==> src/rtl/seq_det_pkg.sv <==
// Shared state encoding and default parameters for the serial pattern detector.
package seq_det_pkg;

  typedef enum logic [1:0] {
    IDLE = 2'd0,
    FILL = 2'd1,
    RUN  = 2'd2,
    DONE = 2'd3
  } state_e;

  localparam int         SEQ_W       = 6;
  localparam logic [5:0] SEQ_PAT_DEF = 6'b101011;
  localparam int         SEQ_CW      = 8;

endpackage

==> src/rtl/seq_shift_win.sv <==
// W-bit serial window: newest bit enters the LSB; clear beats shift.
module seq_shift_win #(
  parameter int W = 6
) (
  input  logic         clk,
  input  logic         r,
  input  logic         en,
  input  logic         clr,
  input  logic         d,
  output logic [W-1:0] win,
  output logic [W-1:0] nxt
);

  assign nxt = {win[W-2:0], d};

  always_ff @(posedge clk or negedge r) begin
    if (!r) begin
      win <= '0;
    end else if (clr) begin
      win <= '0;
    end else if (en) begin
      win <= nxt;
    end
  end

endmodule

==> src/rtl/seq_det_ctrl.sv <==
// Run controller for a serial pattern detector: arm, fill, count matches to a target.
// Define SEQ_NOOVERLAP_EN to restart the fill after every match instead of overlapping.
module seq_det_ctrl
  import seq_det_pkg::*;
#(
  parameter int           W       = SEQ_W,
  parameter logic [W-1:0] PAT_DEF = W'(SEQ_PAT_DEF),
  parameter int           CW      = SEQ_CW
) (
  input  logic          clk,
  input  logic          r,
  input  logic          cfg_we,
  input  logic [W-1:0]  cfg_pat,
  input  logic [CW-1:0] cfg_cnt,
  input  logic          start,
  input  logic          abort,
  input  logic          d,
  output logic          busy,
  output logic          done,
  output logic          flag,
  output logic [CW-1:0] match_cnt,
  output logic [W-1:0]  pat
);

  localparam int FW = $clog2(W);

  state_e        state;
  logic [FW-1:0] fill;
  logic [CW-1:0] target;
  logic [W-1:0]  win;
  logic [W-1:0]  nxt;
  logic          last_fill;
  logic          hit;
  logic          hit_done;
  logic          run_go;
  logic          sh_en;
  logic          sh_clr;
  logic          unused_win;

  assign busy      = (state == FILL) || (state == RUN);
  assign done      = (state == DONE);
  assign last_fill = (fill == FW'(W - 1));
  // Only a completely filled window may be compared against the pattern.
  assign hit       = (nxt == pat) && ((state == RUN) || ((state == FILL) && last_fill));
  assign hit_done  = (target != '0) &&
                     (({1'b0, match_cnt} + (CW+1)'(1)) == {1'b0, target});
  assign run_go    = start && !abort && ((state == IDLE) || (state == DONE));
  assign sh_en     = busy && !abort;
`ifdef SEQ_NOOVERLAP_EN
  assign sh_clr    = run_go || (hit && !abort);
`else
  assign sh_clr    = run_go;
`endif
  assign unused_win = ^win;

  seq_shift_win #(.W(W)) u_win (
    .clk (clk),
    .r   (r),
    .en  (sh_en),
    .clr (sh_clr),
    .d   (d),
    .win (win),
    .nxt (nxt)
  );

  always_ff @(posedge clk or negedge r) begin
    if (!r) begin
      state     <= IDLE;
      fill      <= '0;
      match_cnt <= '0;
      flag      <= 1'b0;
      pat       <= PAT_DEF;
      target    <= '0;
    end else begin
      flag <= 1'b0;
      if (abort) begin
        state <= IDLE;
      end else begin
        case (state)
          IDLE, DONE: begin
            if (cfg_we) begin
              pat    <= cfg_pat;
              target <= cfg_cnt;
            end
            if (start) begin
              fill      <= '0;
              match_cnt <= '0;
              state     <= FILL;
            end
          end
          FILL: begin
            fill <= fill + FW'(1);
            if (last_fill) state <= RUN;
          end
          RUN: ;
          default: state <= IDLE;
        endcase
        if (hit) begin
          flag <= 1'b1;
          if (match_cnt != '1) match_cnt <= match_cnt + CW'(1);
          if (hit_done) begin
            state <= DONE;
          end
`ifdef SEQ_NOOVERLAP_EN
          else begin
            state <= FILL;
            fill  <= '0;
          end
`endif
        end
      end
    end
  end

endmodule
==> config.mk <==
export PLATFORM = sky130hd
export DESIGN_NAME = seq_det_ctrl
export DESIGN_NICKNAME = d
export VERILOG_FILES = /design/src/rtl/seq_det_pkg.sv /design/src/rtl/seq_shift_win.sv /design/src/rtl/seq_det_ctrl.sv
export SDC_FILE = /design/constraint.sdc
export NUM_CORES = 1
export LEC_CHECK = 0
export CAP_MARGIN = 30
export CORE_ASPECT_RATIO = 0.5
export CORE_MARGIN = 2
export CORE_UTILIZATION = 43
export CTS_CLUSTER_DIAMETER = 200
export CTS_CLUSTER_SIZE = 20
export DETAILED_ROUTE_END_ITERATION = 8
export PLACE_DENSITY = 0.73
export SYNTH_ARGS = -nofsm -noshare
export SYNTH_HDL_FRONTEND = slang
export SYNTH_SLANG_ARGS = --single-unit
==> constraint.sdc <==
create_clock -name clk -period 1.9 [get_ports clk]
set_clock_uncertainty 0.15 [all_clocks]
set_input_delay 0.285 -clock clk [delete_from_list [all_inputs] [get_ports clk]]
set_output_delay 0.285 -clock clk [all_outputs]
set_load 0.01 [all_outputs]
==> results of run 1 <==
state kept, by name, summed over array words and instances, names as in the netlist:
register	count
pat	6
fill	3
flag	1
u_win.win	5
target	8
match_cnt	8
state	2
power groups by stage:
stage               logic, W  registers [W]  clock network [W]
floorplan           0.000216       0.000888                  0
global placement    0.000411       0.000886                  0
detailed placement  0.000417       0.000890                  0
CTS                 0.000422       0.000878           0.000533
global route        0.000463       0.000890           0.000557
finish              0.000420       0.000877           0.000527
worst max-delay path by stage:
stage / slack (ps) / end / from / cells after the start
2_1_floorplan: -280 / match_cnt[7] / pat[1] / 6
6_report: -250 / match_cnt[0] / pat[1] / 5
5_1_grt: -290 / match_cnt[0] / pat[1] / 5
3_5_place_dp: -420 / match_cnt[4] / abort / 5
4_1_cts: -240 / match_cnt[5] / pat[1] / 7
3_3_place_gp: -390 / match_cnt[7] / abort / 5
kinds of logic (layout without fill, tap and decap cells):
family,Yosys count,in the layout,synth area share
compound gates,27,27,0.09817
xor+xnor,21,21,0.1038
fa+ha+maj,7,7,0.04943
buf+inv,11,79,0.02754
flops,33,33,0.4689
mux,19,19,0.1179
simple gates,43,43,0.1342
cell usage in the layout, fill, tap and decap left out, types with 7 or more instances in the layout:
cell,synthesis,routed
xnor2_1,11,11
mux2_2,15,15
nand2_1,13,12
buf_4,0,23
inv_1,9,8
dfrtp_1,29,27
xor2_1,10,10
clkdlybuf4s50_1,0,33
o21ai_1,6,7
final cells by class:
class | count | share of cell area
Inverter | 9 | 0.01339
Sequential cell | 33 | 0.3304
Tap cell | 54 | 0.02679
Timing Repair Buffer | 62 | 0.2267
Clock buffer | 6 | 0.02877
Clock inverter | 2 | 0.003968
Multi-Input combinational cell | 117 | 0.3700
timing repair:
item                       in CTS  in global routing
gates resized for setup         7                  8
buffers inserted                1                  0
setup endpoints to repair      14                 13
hold buffers                    0                  0
pin swaps                       3                  2
metal layers:
metal | routed length, um | share of wire | GRT usage
met1 | 1808 | 0.47 | 0.2493
met2 | 1907 | 0.49 | 0.2861
met3 | 113 | 0.029 | 0.04173
met4 | 46 | 0.012 | 0.06522
met5 | 0 | 0 | 0
metrics by stage:
stage / worst slack, ps / setup TNS (ps) / power [W] / instance area [um2]
floorplan: -275.7 / -1878 / 0.001103 / 1779
detailed placement: -418.6 / -3706 / 0.001307 / 2389
CTS: -241.8 / -2285 / 0.001833 / 2497
global placement: -390.0 / -3441 / 0.001297 / 2389
finish: -248.4 / -2054 / 0.001824 / 2522
global route: -292.0 / -2856 / 0.001910 / 2522
==> flow_summary.yaml, run 1 <==
floorplan:
  start_util: 0.4515
  placeableCoreArea_um2: 3924
  fp.dieArea_um2: 4681
  die_y_um: 49.39
  die_w_um: 94.78
  fp-row-count: 16
  pin_count: 37
timing:
  max_freq_mhz: 465.5
  rsz0062_at_grt: "true"
  min_period_ps: 2148
  post-route-worst-setup-slack_ps: -248.4
  holdWs_ps: 248.5
  worst_pin_slew_ps: 427.3
  finalHoldViolations: 0
  slew_headroom: 0.7138
  finalSetupViolations: 11
  slew_viol_final: 0
  fin_crit_sh: 1.131
worst_setup_path:
  crit_path_start_kind: "flip-flop"
  worst_r2r_path_depth: 5
  endpoint_kind: "flip-flop"
  cp_top_family: "simple AND/OR/NAND/NOR gates"
  worstPathCellList: "xor2_1, or4_4, or4_4, nand3_1, o21ai_1"
  worst_ep_arrival_time_ps: 2170
  path_max_fanout: 7
  rr_endpoint: "match_cnt[0]"
  cpMostUsedCell: "or4_4"
  crit_type: "flip-flop to flip-flop"
  r2r-start: "pat[1]"
  timing.reg2reg.setup_slack_ps: -250
  critPathMaxStageDelay_ps: 570
  required_ps: 1920
  critical_path_buf_inv_count: 0
  slowest_stage: "or4_4"
detailed_routing:
  drt_iter0_drc: 28
  ant_nets: 0
  drc: 0
  wl_per_cell_um: 13.70
  firstDrtPassIters: 4
  routed_wl_mm: 3.876
  vias: 1432
  via_per_inst: 5.060
yosys:
  yosysTopAreaCell: "dfrtp_1"
  synth_nets: 188
  postSynthCellCount: 161
  synth_edf_count: 0
  ys_ff_latch: 33
  synthTopCellsByArea: "dfrtp_1 41%, mux2_2 9.5%, dfstp_2 5.9%"
  yosysWarnings: 0
  syn_area_per_cell_um2: 11.00
  yosys.area.top_type_share: 0.4096
  synthTopCellsByCount: "29 x dfrtp_1, 15 x mux2_2, 13 x nand2_1"
  netlist-cell-type-count: 34
  synth_area_um2: 1772
  yosys.cell_count.top_type: "dfrtp_1"
  ys.flop_type: "dfrtp_1"
  synth.yosys.seq_area_share: 0.4689
  synthArstFlopShare: 1.000
global_routing:
  grt-ovfl-total: 0
  grt_pass1_wl_mm: 6.492
  grt_pass1_vias: 1392
  antenna_found_initial: 0
  grt_use_total: 0.1827
  grt_max_degree: 34
placement:
  dp.final_hpwl_mm: 2.810
  post-place-cells: 274
  gp_congestion: 0.7992
  numPortBuffers: 36
job:
  timing.max_cap.violations: 0
status:
  status: "complete, but fails checks"
  violations: "setup timing"
pwr:
  power.density_nw_per_um2: 723.1
  comb_power_share: 0.230
  p_int_w: 0.001305
  seqPwrFrac: 0.481
  p_sw_w: 0.0005188
  leakage_nw: 1.078
  p_sw_frac: 0.2845
  p_clk_frac: 0.289
  ir_drop_v: 0.0003470
hold_path:
  min_path_type: "primary input to asynchronous set/reset pin"
final_layout:
  seqCellArea_um2: 833.3
  antenna_cells: 0
  drive_gt1_frac: 0.2969
  final_util: 0.6429
  area_delta_synth_final_pct: 42.37
  final_cells: 283
  nFillCells: 298
  nets: 255
  multi_input_area_um2: 933.4
cts:
  cts_max_path_buffers: 2
  cts_tree: "yes"
  cts.sinks: 33
  cts_buffers: 5
  htree_levels: 2
  clk_pin_slew_ps: 70
  cts-root-buf: "clkbuf_8"
  insertion_delay_ps: 290
No activity file was read; power rests on OpenSTA's default activity.
==> inputs of run 2 (changes only) <==
Settings changed: CAP_MARGIN 30 to 40.
==> results of run 2 <==
No change in the layout: final DEF, timing and power equal those of run 1.
